## src/rtl/alu_exmem_buf_pkg.sv

```systemverilog
// ALU control codes and the default EX->MEM entry layout shared by the EX->MEM buffer files.
package alu_pkg;

  localparam logic [5:0] ALU_AND  = 6'd36;
  localparam logic [5:0] ALU_ANDI = 6'd12;
  localparam logic [5:0] ALU_OR   = 6'd37;
  localparam logic [5:0] ALU_ORI  = 6'd13;
  localparam logic [5:0] ALU_ADD  = 6'd32;
  localparam logic [5:0] ALU_ADDI = 6'd8;
  localparam logic [5:0] ALU_SUB  = 6'd34;
  localparam logic [5:0] ALU_SUBI = 6'd14;
  localparam logic [5:0] ALU_SLT  = 6'd42;
  localparam logic [5:0] ALU_SLTI = 6'd10;
  localparam logic [5:0] ALU_NOR  = 6'd39;
  localparam logic [5:0] ALU_BEQ  = 6'd4;
  localparam logic [5:0] ALU_BNE  = 6'd5;
  localparam logic [5:0] ALU_BGEZ = 6'd1;

  localparam int EX_DATA_W = 32;
  localparam int EX_REG_W  = 5;

  typedef struct packed {
    logic [EX_DATA_W-1:0] result;
    logic [EX_DATA_W-1:0] store_data;
    logic [EX_REG_W-1:0]  dest_reg;
    logic                 reg_write;
    logic                 mem_read;
    logic                 mem_write;
  } exmem_entry_t;

  function automatic logic is_branch_ctrl(input logic [5:0] ctrl);
    return (ctrl == ALU_BEQ) || (ctrl == ALU_BNE) || (ctrl == ALU_BGEZ);
  endfunction

  // Only signed adds raise the overflow trap; every other op ignores alu_ovf.
  function automatic logic is_trap_ctrl(input logic [5:0] ctrl);
    return (ctrl == ALU_ADD) || (ctrl == ALU_ADDI);
  endfunction

endpackage

```

## src/rtl/alu_exmem_buf_skid2.sv

```systemverilog
// Generic 2-entry valid/ready skid buffer: head H drives the output, skid S absorbs one beat of backpressure.
module exmem_skid2
  import alu_pkg::*;
#(
  parameter type entry_t = exmem_entry_t
) (
  input  logic   clk,
  input  logic   rst_n,
  input  logic   in_valid,
  output logic   in_ready,
  input  entry_t in_data,
  output logic   out_valid,
  input  logic   out_ready,
  output entry_t out_data
);

  logic   h_vld_q, h_vld_d;
  logic   s_vld_q, s_vld_d;
  entry_t h_q, h_d;
  entry_t s_q, s_d;
  logic   push, pop;

  // Readiness comes straight from a flop so upstream never sees a combinational path from out_ready.
  assign in_ready  = !s_vld_q;
  assign out_valid = h_vld_q;
  assign out_data  = h_q;
  assign push      = in_valid && !s_vld_q;
  assign pop       = h_vld_q && out_ready;

  always_comb begin
    h_vld_d = h_vld_q;
    h_d     = h_q;
    s_vld_d = s_vld_q;
    s_d     = s_q;
    if (pop) begin
      h_vld_d = s_vld_q;
      s_vld_d = 1'b0;
      if (s_vld_q) begin
        h_d = s_q;
      end
    end
    if (push) begin
      if (!h_vld_q || pop) begin
        h_vld_d = 1'b1;
        h_d     = in_data;
      end else begin
        s_vld_d = 1'b1;
        s_d     = in_data;
      end
    end
  end

  always_ff @(posedge clk or negedge rst_n) begin
    if (!rst_n) begin
      h_vld_q <= 1'b0;
      s_vld_q <= 1'b0;
      h_q     <= '0;
    end else begin
      h_vld_q <= h_vld_d;
      s_vld_q <= s_vld_d;
      h_q     <= h_d;
    end
  end

  // Skid payload is only observable once promoted to H, so it carries no reset.
  always_ff @(posedge clk) begin
    s_q <= s_d;
  end

endmodule

```

## src/rtl/alu_exmem_buf.sv

```systemverilog
// EX->MEM stage: enqueues ALU results into a 2-entry skid buffer, resolves branches, traps add overflow.
// Defining ALU_EXMEM_STATS_EN adds saturating stall/trap counters (stat_stall, stat_trap).
module alu_exmem_buf
  import alu_pkg::*;
#(
  parameter int DATA_W   = 32,
  parameter int REG_W    = 5,
  parameter int PC_W     = 32,
  parameter int OVF_TRAP = 1
) (
  input  logic              clk,
  input  logic              rst_n,
  input  logic              in_valid,
  output logic              in_ready,
  input  logic [5:0]        control,
  input  logic [DATA_W-1:0] alu_out,
  input  logic              alu_zero,
  input  logic              alu_ovf,
  input  logic [DATA_W-1:0] store_data,
  input  logic [REG_W-1:0]  dest_reg,
  input  logic              reg_write,
  input  logic              mem_read,
  input  logic              mem_write,
  input  logic [PC_W-1:0]   pc_plus4,
  input  logic [PC_W-1:0]   br_target,
  output logic              out_valid,
  input  logic              out_ready,
  output logic [DATA_W-1:0] out_result,
  output logic [DATA_W-1:0] out_store_data,
  output logic [REG_W-1:0]  out_dest_reg,
  output logic              out_reg_write,
  output logic              out_mem_read,
  output logic              out_mem_write,
  output logic              br_taken,
  output logic [PC_W-1:0]   br_pc,
  output logic              exc_valid,
  output logic [PC_W-1:0]   exc_epc,
  input  logic              exc_ack
`ifdef ALU_EXMEM_STATS_EN
  ,
  output logic [31:0]       stat_stall,
  output logic [31:0]       stat_trap
`endif
);

  typedef struct packed {
    logic [DATA_W-1:0] result;
    logic [DATA_W-1:0] store_data;
    logic [REG_W-1:0]  dest_reg;
    logic              reg_write;
    logic              mem_read;
    logic              mem_write;
  } entry_t;

  entry_t            in_entry, head_entry;
  logic              skid_in_ready;
  logic              accept, ctrl_branch, ctrl_ovf;
  logic              br_hit, trap_set, enq;
  logic              br_taken_q, br_taken_d;
  logic [PC_W-1:0]   br_pc_q, br_pc_d;
  logic              exc_valid_q, exc_valid_d;
  logic [PC_W-1:0]   exc_epc_q, exc_epc_d;

  // A pending trap flushes everything offered, so EX is never held off while it is up.
  assign in_ready    = exc_valid_q || skid_in_ready;
  assign accept      = in_valid && in_ready;
  assign ctrl_branch = is_branch_ctrl(control);
  assign ctrl_ovf    = (OVF_TRAP != 0) && is_trap_ctrl(control) && alu_ovf;
  assign br_hit      = accept && !exc_valid_q && ctrl_branch && alu_zero;
  assign trap_set    = accept && !exc_valid_q && ctrl_ovf;
  assign enq         = accept && !exc_valid_q && !ctrl_branch && !ctrl_ovf;

  assign in_entry = '{
    result:     alu_out,
    store_data: store_data,
    dest_reg:   dest_reg,
    reg_write:  reg_write,
    mem_read:   mem_read,
    mem_write:  mem_write
  };

  exmem_skid2 #(
    .entry_t (entry_t)
  ) u_skid (
    .clk       (clk),
    .rst_n     (rst_n),
    .in_valid  (enq),
    .in_ready  (skid_in_ready),
    .in_data   (in_entry),
    .out_valid (out_valid),
    .out_ready (out_ready),
    .out_data  (head_entry)
  );

  assign out_result     = head_entry.result;
  assign out_store_data = head_entry.store_data;
  assign out_dest_reg   = head_entry.dest_reg;
  assign out_reg_write  = head_entry.reg_write;
  assign out_mem_read   = head_entry.mem_read;
  assign out_mem_write  = head_entry.mem_write;

  // First trap wins: once exc_valid is up only exc_ack can change it, and epc is frozen.
  always_comb begin
    br_taken_d  = br_hit;
    br_pc_d     = br_hit ? br_target : br_pc_q;
    exc_valid_d = exc_valid_q ? !exc_ack : trap_set;
    exc_epc_d   = trap_set ? (pc_plus4 - PC_W'(4)) : exc_epc_q;
  end

  always_ff @(posedge clk or negedge rst_n) begin
    if (!rst_n) begin
      br_taken_q  <= 1'b0;
      br_pc_q     <= '0;
      exc_valid_q <= 1'b0;
      exc_epc_q   <= '0;
    end else begin
      br_taken_q  <= br_taken_d;
      br_pc_q     <= br_pc_d;
      exc_valid_q <= exc_valid_d;
      exc_epc_q   <= exc_epc_d;
    end
  end

  assign br_taken  = br_taken_q;
  assign br_pc     = br_pc_q;
  assign exc_valid = exc_valid_q;
  assign exc_epc   = exc_epc_q;

`ifdef ALU_EXMEM_STATS_EN
  logic [31:0] stat_stall_q, stat_stall_d;
  logic [31:0] stat_trap_q, stat_trap_d;

  function automatic logic [31:0] sat_inc(input logic [31:0] v);
    return (&v) ? v : v + 32'd1;
  endfunction

  always_comb begin
    stat_stall_d = (in_valid && !in_ready) ? sat_inc(stat_stall_q) : stat_stall_q;
    stat_trap_d  = trap_set ? sat_inc(stat_trap_q) : stat_trap_q;
  end

  always_ff @(posedge clk or negedge rst_n) begin
    if (!rst_n) begin
      stat_stall_q <= '0;
      stat_trap_q  <= '0;
    end else begin
      stat_stall_q <= stat_stall_d;
      stat_trap_q  <= stat_trap_d;
    end
  end

  assign stat_stall = stat_stall_q;
  assign stat_trap  = stat_trap_q;
`endif

endmodule
```

## config.mk

```make
export PLATFORM = sky130hd
export DESIGN_NAME = alu_exmem_buf
export DESIGN_NICKNAME = d
export VERILOG_FILES = /design/src/rtl/alu_exmem_buf_pkg.sv /design/src/rtl/alu_exmem_buf_skid2.sv /design/src/rtl/alu_exmem_buf.sv
export SDC_FILE = /design/constraint.sdc
export NUM_CORES = 1
export LEC_CHECK = 0
export CAP_MARGIN = 5
export CORE_MARGIN = 2
export CORE_UTILIZATION = 42
export DETAILED_ROUTE_END_ITERATION = 10
export GPL_TIMING_DRIVEN = 0
export HOLD_SLACK_MARGIN = 0.1
export PLACE_DENSITY = 0.76
export REMOVE_ABC_BUFFERS = 1
export SLEW_MARGIN = 20
export SYNTH_ARGS = -nofsm -noshare
export SYNTH_HDL_FRONTEND = slang
export SYNTH_SLANG_ARGS = --single-unit
```

## constraint.sdc

```tcl
create_clock -name clk -period 4.73 [get_ports clk]
set_clock_uncertainty 0.1 [all_clocks]
set_input_delay 1.1825 -clock clk [delete_from_list [all_inputs] [get_ports clk]]
set_output_delay 1.1825 -clock clk [all_outputs]
set_load 0.01 [all_outputs]
```

==> results of run 1 <==
kinds of logic after synthesis:
kind of cell / Yosys count / synth area share, %
buf+inv: 32 / 1.44
simple gates: 124 / 7.76
compound gates: 41 / 2.99
xor+xnor: 14 / 1.38
fa+ha+maj: 1 / 0.141
flops: 212 / 63.9
mux: 176 / 22.4
cell type report:
type / count / area share [%]
flip-flops and latches: 212 / 43.4
repair buffers: 302 / 24.1
multi-input cells: 356 / 23.9
clock buffers: 34 / 5.04
well taps: 275 / 2.64
clock inverters: 8 / 0.729
inverters: 4 / 0.115
critical path, stage by stage:
cell and delay, ns:
sky130_fd_sc_hd__clkdlybuf4s50_1 0.47, sky130_fd_sc_hd__nor3b_1 0.74, sky130_fd_sc_hd__nand4_1 0.59, sky130_fd_sc_hd__buf_8 0.34, sky130_fd_sc_hd__buf_6 0.17, sky130_fd_sc_hd__buf_8 0.16
sky130_fd_sc_hd__buf_8 0.15, sky130_fd_sc_hd__buf_8 0.15, sky130_fd_sc_hd__mux2_2 0.27
power breakdown:
part | internal [mW] | switching [mW] | total, mW | leakage (nW)
Clock | 1.07 | 0.698 | 1.77 | 0.367
Combinational | 1.57 | 0.924 | 2.50 | 2.33
Sequential | 2.42 | 0.244 | 2.66 | 2.40
Total | 5.06 | 1.87 | 6.93 | 5.10
state kept, by name (all words and copies together), names as in the netlist:
signal and cells:
br_pc 32, u_skid.out_data 72, exc_epc 32, u_skid.s_vld_q 1, exc_valid 1, u_skid.s_q 72, br_taken 1, u_skid.out_valid 1
placed cells by master (no fill, tap or decap), types with 3 or more instances in the layout:
cell type,count
sky130_fd_sc_hd__buf_8,7
sky130_fd_sc_hd__mux2_2,176
sky130_fd_sc_hd__nor2_1,16
sky130_fd_sc_hd__or4b_2,3
sky130_fd_sc_hd__nand3_1,19
sky130_fd_sc_hd__a21oi_1,5
sky130_fd_sc_hd__clkdlybuf4s50_1,287
sky130_fd_sc_hd__o211ai_1,7
sky130_fd_sc_hd__buf_16,4
sky130_fd_sc_hd__xnor2_1,4
sky130_fd_sc_hd__nand4_1,6
sky130_fd_sc_hd__o31ai_1,5
sky130_fd_sc_hd__dfrtp_1,140
sky130_fd_sc_hd__nand3b_1,3
sky130_fd_sc_hd__clkbuf_8,4
sky130_fd_sc_hd__inv_1,4
sky130_fd_sc_hd__clkbuf_1,7
sky130_fd_sc_hd__o21ai_0,12
sky130_fd_sc_hd__or4_1,13
sky130_fd_sc_hd__clkinv_2,3
sky130_fd_sc_hd__nor4_1,9
sky130_fd_sc_hd__xor2_1,10
sky130_fd_sc_hd__clkbuf_16,23
sky130_fd_sc_hd__nand2_1,33
sky130_fd_sc_hd__o311ai_0,3
sky130_fd_sc_hd__edfxtp_1,72
sky130_fd_sc_hd__a31oi_1,6
worst max-delay path by stage:
| stage | start | end | slack, ns | depth (start not counted) |
|---|---|---|---|---|
| 6_report | in_valid | u_skid.out_data[20] | 0.75 | 9 |
| 4_1_cts | in_valid | u_skid.out_data[20] | 0.70 | 9 |
| 3_3_place_gp | rst_n | exc_epc[2] | -3.84 | 1 |
| 2_1_floorplan | in_valid | u_skid.s_q[0] | -0.58 | 3 |
| 5_1_grt | in_valid | u_skid.out_data[1] | 0.52 | 9 |
| 3_5_place_dp | in_valid | u_skid.out_data[20] | 0.21 | 9 |
metal layers:
| layer | wire length, um | global-route usage (%) |
|---|---|---|
| met2 | 10200 | 31.2 |
| met1 | 8860 | 24.3 |
| met3 | 1980 | 6.12 |
| met4 | 332 | 3.95 |
| met5 | 13 | 0 |
per-stage QoR:
stage | power [mW] | utilization, % | worst slack [ns]
CTS | 7.02 | 62.4 | 0.702
finish | 6.93 | 62.4 | 0.746
detailed placement | 5.22 | 58.8 | 0.205
global placement | 5.18 | 57.3 | -3.84
floorplan | 3.86 | - | -0.583
global route | 7.29 | 62.4 | 0.523
==> results.md, run 1 <==
- Summed over all layers, the routed wires come to about 21,000 um.
- The Yosys warning count is 0.
- The nature of the critical path endpoint is a flop.
- The placement-stage cell area is 0.0123 mm2.
- The critical register-to-register path endpoint is u_skid.out_data[20].
- The number of storage elements in the synthesis netlist is ~210.
- The endpoint of the worst hold-timing path is exc_epc[1].
- The hold path startpoint is exc_epc[1].
- The arrival time reported for the critical path endpoint is roughly 4.3 ns.
- The share of the synthesized area in the top cell type is approximately 40%.
- Clock-pin slew was measured on the worst setup and hold paths at about 0.060 ns.
- Buffers placed on the I/O ports in this run total roughly 290.
- CTS built an H-tree with a depth of 1.
- The final weighted congestion in routability-driven placement is 0.845.
- The die is roughly 150 um tall.
- The layout filler cell count is ~1,600.
- The final-report hold violation count was 0.
- The number of placed cells counting well taps is around 1,100.
- After detailed routing, the average wire length per cell comes to approximately 18 um.
- The DRC marker count from the first detailed-route iteration is 204.
- The hold buffer count at CTS is 0.
- Counting I/O delays and the setup requirement, the final critical path takes 3.98 ns.
- The average instance area after synthesis is between 10 and 15 um2.
- The proportion of register bits with asynchronous set or reset after synthesis is approximately 66%.
- The worst hold path passes through 2 cells.
- Across every metal layer, demand over resource in global routing totals between 10% and 20%.
- The combined area of all synthesized cells is roughly 0.0089 mm2.
- The count of buffers added by post-CTS timing repair for setup is 0.
- The starting density of the core is a little over two fifths.
- In the final timing run, aggregate negative setup slack is 0 ns.
- The worst hold margin is between 0.3 and 0.4 ns.
- After technology mapping, the gate count stands at 600.
- Clock tree synthesis selected as its root buffer the cell sky130_fd_sc_hd__clkbuf_16.
- The final critical-path share of the clock period is a little over four fifths.
- The area growth from synthesis to layout is 47.1%.
- The detailed router placed 6,044 vias in this run.
- In this run the standard cell core region covers approximately 0.021 mm2.
- The post-layout net count is 1,049.
- The share of layout cells above drive strength 1 is about a quarter.
- The distinct cell type count after synthesis is 39.
- The global-route wire length before repair is between 30,000 and 40,000 um.
- Across the VDD grid, the largest voltage drop is roughly 0.31 mV.
- Clock latency on the worst-skew pair, taken at its later pin, is about 0.50 ns.
- The number of standard cells in the final layout excluding fillers is around 1,200.
- Counting along the longest clock path gives a buffer depth of 3.
- The number of global-route vias before repair is roughly 6,200.
- The detail route stage leaves a number of antenna-violating nets equal to 0.
- The type of the worst setup path is input pin to flop.
- The cell count of the worst reg-to-reg path is 8.
- TritonCTS created 23 clock buffers.
- The detailed-router iteration count before antenna repair is 4.
- Detailed placement finished with a half-perimeter wire length of approximately 15,000 um.
- The horizontal die dimension is 149 um.
- The number of antenna violations at the first check in global routing is 1.
- Yosys mapped a number of flops with a built-in enable equal to 72.
- The multi-input gate area in the final layout is ~0.0031 mm2.
- The count of maximum capacitance violations is 0.
- In this run the register-to-register setup slack is 1.40 ns.
- The most frequent cell after synthesis is sky130_fd_sc_hd__mux2_2.
- The sequential cell area is roughly 0.0057 mm2.
- Timing would allow up to 0.251 GHz.
- The largest driver fanout on the critical path is 13.
- The primary flip-flop cell chosen by synthesis mapping is sky130_fd_sc_hd__dfrtp_1.
- The post-route standard cell area excluding fillers is around 0.013 mm2.
- The remaining design rule violation count is 0.
- At the pin with the least slew margin, the transition time is slightly below 1 ns.
- The final number of setup-violating endpoints is 0.
- Yosys attributes the largest share of cell area to sky130_fd_sc_hd__dfrtp_1 40%, sky130_fd_sc_hd__edfxtp_1 24%, sky130_fd_sc_hd__mux2_2 22%.
- The total congestion overflow after global routing is 0.
- Once the clock tree was built, the resizer swapped 0 gates to a different size.
- The via count normalized by instance count is about 5.1.
- The power per cell area is 532 mW/mm2.
- STA classifies the critical path startpoint as an input pin.
- Setup repair after global routing left no endpoint under its margin.
- The floorplan step defined a die boundary enclosing between 0.02 and 0.025 mm2.
- The run finished with clean final reports.
- The I/O pin count is ~290.
- The data required time of the worst path is roughly 5.0 ns.
- The number of antenna cells inserted is 0.
- The number of max-slew violations in the final report is 0.
- TritonCTS built the clock tree.
- The number of clock sinks seen by CTS is 212.
- The class of the most critical hold timing path is flop to flop.
- Entering global routing, the biggest net connects 79 pins.
- The static leakage is between 5 and 6 nW.
- The commonest cells after synthesis are 176 x sky130_fd_sc_hd__mux2_2, 140 x sky130_fd_sc_hd__dfrtp_1, 72 x sky130_fd_sc_hd__edfxtp_1.
- The biggest area consumer among synthesized cells is sky130_fd_sc_hd__dfrtp_1.
- The worst max-slew margin expressed relative to the limit is 33.2%.
- In this run the critical register-to-register path is launched from u_skid.s_vld_q.
- The number of placement rows is between 50 and 60.
- The share of the Yosys chip area taken by registers is a little under two thirds.
Power figures use the tool's default switching activity.
==> run 2: changes to the inputs <==
==> constraint.sdc (replaced) <==
create_clock -name clk -period 3.4 [get_ports clk]
set_clock_uncertainty 0.1 [all_clocks]
set_input_delay 0.85 -clock clk [delete_from_list [all_inputs] [get_ports clk]]
set_output_delay 0.85 -clock clk [all_outputs]
set_load 0.01 [all_outputs]
==> run 2 against run 1 <==
  * Wire length rose by 0.56%
  * Clock power grew 39%
  * Via count increased by 0.17%
  * Die area unchanged
==> results.md, run 2 (synthesized netlist as in run 1, its figures left out) <==
- The flow ran to the end, and the final reports show no timing, DRC or antenna violations.
- The final critical-path share of the clock period is between 90% and 100%.
- The worst register-to-register path ends at u_skid.out_data[20].
- The count of maximum capacitance violations is 0 (unchanged).
- The core region area is 0.0209 mm2 (unchanged).
- Traced cell by cell, the critical path runs through clkdlybuf4s50_1 > nor4_2 > o21ai_0 > nand4_1 > buf_8 > buf_6 > buf_8 > buf_8 > buf_8 > mux2_2.
- The area growth from synthesis to layout is 47.3%.
- The highest cell delay on the worst timing path is 0.48 ns (-0.26 ns).
- The post-layout net count was 1,050 (+0.095%).
- The DRC marker count from the first detailed-route iteration is 190 (-6.9%).
- The sequential group share of total power came to 38.4% (about the same).
- The cell count of the worst reg-to-reg path is 8 (unchanged).
- The static leakage is 5.10 nW (+0.15%).
- The I/O pin count is 289 (unchanged).
- The total routed wirelength is 21,500 um (+0.56%).
- The count of buffers from port buffering is 288 (unchanged).
- The number of antenna cells inserted is 0 (unchanged).
- The CTS tree is done.
- The power per cell area came to 739 mW/mm2 (+39%).
- The global-route wire length before repair is 33,400 um (+0.39%).
- The number of antenna violations at the first check in global routing is 1 (unchanged).
- The power share of the combinational group is 36.1% (about the same).
- Setup repair after global routing left no endpoint under its margin.
- The maximum number of pins on one net before global-route repair is 79 (unchanged).
- The final critical path time including I/O delays and setup is between 3 and 4 ns.
- The placement-stage cell area is 0.0123 mm2 (unchanged).
- The layout filler cell count is 1,620 (-0.062%).
- The critical path depth in cells is 10 (+1).
- The switching share of power was 26.9% (about the same).
- The number of buffers inserted during clock tree synthesis is 23 (unchanged).
- The worst supply voltage drop on vdd is 0.436 mV (+39%).
- The remaining antenna violation count after routing is 0 (unchanged).
- The worst max-slew margin expressed relative to the limit is 31.2% (-2.0 points).
- The share of total power in the clock network was 25.5% (about the same).
- The type of the worst setup path is input pin to flop.
- The switching power summed over all nets is 2.60 mW (+39%).
- The largest driver fanout on the critical path is 13 (unchanged).
- The maximum clock frequency is about 0.31 GHz.
- The number of placement rows was 53 (unchanged).
- In the layout the commonest cells are 287 x sky130_fd_sc_hd__clkdlybuf4s50_1, 176 x sky130_fd_sc_hd__mux2_2, 140 x sky130_fd_sc_hd__dfrtp_1.
- The maximum buffer depth of the clock tree is 3 (unchanged).
- The worst setup path is launched from an input pin.
- The clock latency reported for the late side of the worst-skew pair is 0.50 ns (about the same).
- The number of max-slew violations in the final report is 0 (unchanged).
- The share of layout cells above drive strength 1 was 26.4% (+0.30 points).
- The post-detailed-route wirelength per cell is 18.0 um (+0.47%).
- The launch instance of the worst register-to-register path is u_skid.s_vld_q.
- The final number of setup-violating endpoints is 0 (unchanged).
- The remaining design rule violation count was 0 (unchanged).
- The number of global-route vias before repair came to 6,192 (+0.016%).
- The most frequent cell on the critical path is sky130_fd_sc_hd__buf_8.
- The total congestion overflow after global routing is 0 (unchanged).
- The chip height came to 149 um (unchanged).
- The starting density of the core is 42.4% (unchanged).
- The arrival time reported for the critical path endpoint came to 3.49 ns (-0.77 ns).
- The detailed-router iteration count before antenna repair is 4 (unchanged).
- The category of cells accounting for the largest share of critical-path delay is buffers and inverters.
- The post-route standard cell area excluding fillers is 0.0131 mm2 (+0.14%).
- The internal reg-to-reg setup slack is 0.76 ns (-0.64 ns).
- The via count normalized by instance count is 5.08 (about the same).
- The count of vias placed by the detailed router is 6,054 (+0.17%).
- The horizontal die dimension is 149 um (unchanged).
- The number of clock sinks seen by CTS is 212 (unchanged).
- The post-layout utilization of the core is 62.5% (+0.090 points).
- The total internal power came to 7.05 mW (+39%).
- The class of the most critical hold timing path is input pin to async pin.
- The deepest level of the CTS H-tree is 1 (unchanged).
- The clock transition at the register clock pins on the worst setup and hold paths after CTS was 0.06 ns (about the same).
- The final weighted congestion in routability-driven placement is 0.845 (unchanged).
- The total track usage is 18.9% (+0.079 points).
- The most common library cell in the layout ignoring fill and taps is sky130_fd_sc_hd__clkdlybuf4s50_1.
- The final-report hold violation count came to 0 (unchanged).
- The tree is rooted in a sky130_fd_sc_hd__clkbuf_16.
- The count of buffering cells on the critical path with inverters included was 6 (unchanged).
- The detailed placer's ending HPWL is 15,300 um (unchanged).
- The slowest stage of the critical path is the sky130_fd_sc_hd__clkdlybuf4s50_1 cell.
- The nature of the critical path endpoint is a flop.
- The hold buffer count at CTS was 0 (unchanged).
- The area enclosed by the die boundary is 0.0223 mm2 (unchanged).
- The transition time of the tightest slew-check pin came to 1.02 ns (+0.0297 ns).
- The data required time of the worst path was 3.67 ns (-1.33 ns).
## run 2: cell types whose count changed in the layout (fill, tap and decap cells not counted), sizes merged
| cell | previous run | this run |
|---|---|---|
| buf | 15 | 16 |
## run 2: power by group through the flow
| stage | Combinational, mW | Sequential [mW] | Clock (mW) |
|---|---|---|---|
| floorplan | 1.35 | 4.02 | 0 |
| global placement | 3.47 | 3.74 | 0 |
| detailed placement | 3.50 | 3.76 | 0 |
| CTS | 3.53 | 3.72 | 2.52 |
| global route | 3.73 | 3.80 | 2.63 |
| finish | 3.48 | 3.71 | 2.46 |
## run 2: what timing repair did
action / CTS / global route
buffers inserted: 1 / 0
gates resized for setup: 2 / 0
setup endpoints to repair: 33 / 0
## run 2: layout make-up
| cell class | count | area (um2) | area share, % |
|---|---|---|---|
| clock inverters | 8 | 95.1 | 0.728 |
| clock buffers | 34 | 657 | 5.03 |
| flip-flops and latches | 212 | 5670 | 43.4 |
| repair buffers | 303 | 3150 | 24.2 |
| multi-input cells | 356 | 3130 | 24.0 |
| inverters | 4 | 15.0 | 0.115 |
| well taps | 275 | 344 | 2.63 |
## run 2: worst max-delay path by stage
stage,startpoint,to,slack (ns)
finish,control[3],u_skid.out_data[20],0.18
CTS,control[3],u_skid.out_data[20],0.16
global placement,rst_n,exc_epc[2],-4.83
detailed placement,in_valid,u_skid.out_data[20],-0.79
floorplan,in_valid,u_skid.s_q[0],-1.58
global route,control[3],u_skid.out_data[1],0.01
## run 2: stage by stage
stage          setup WS, ns  hold WS [ns]  power (mW)  setup TNS, ns  std cells
2_1_floorplan         -1.58         0.407        5.37        -190.67        572
3_3_place_gp          -4.83         0.355        7.21       -1282.43       1135
3_5_place_dp         -0.792         0.365        7.26         -38.06       1149
4_1_cts               0.158         0.249        9.77              0       1192
5_1_grt              0.0101         0.285        10.1              0       1192
6_report              0.184         0.246        9.65              0       1192
## run 2: worst register-to-register path, cell delays in order (launching register included)
cell,delay [ns]
sky130_fd_sc_hd__dfrtp_1,0.47
sky130_fd_sc_hd__nor3b_2,0.50
sky130_fd_sc_hd__nand4_1,0.28
sky130_fd_sc_hd__buf_8,0.24
sky130_fd_sc_hd__buf_6,0.17
sky130_fd_sc_hd__buf_8,0.16
sky130_fd_sc_hd__buf_8,0.16
sky130_fd_sc_hd__buf_8,0.15
sky130_fd_sc_hd__mux2_2,0.28
## run 2: per-layer routing
layer	track usage (%)	part of all wire [%]	vias up
met1	24.5	42	2943
li1	-	-	2845
met4	3.95	1.8	2
met2	31.3	47	232
met5	0	0.060	-
met3	6.06	9.2	32
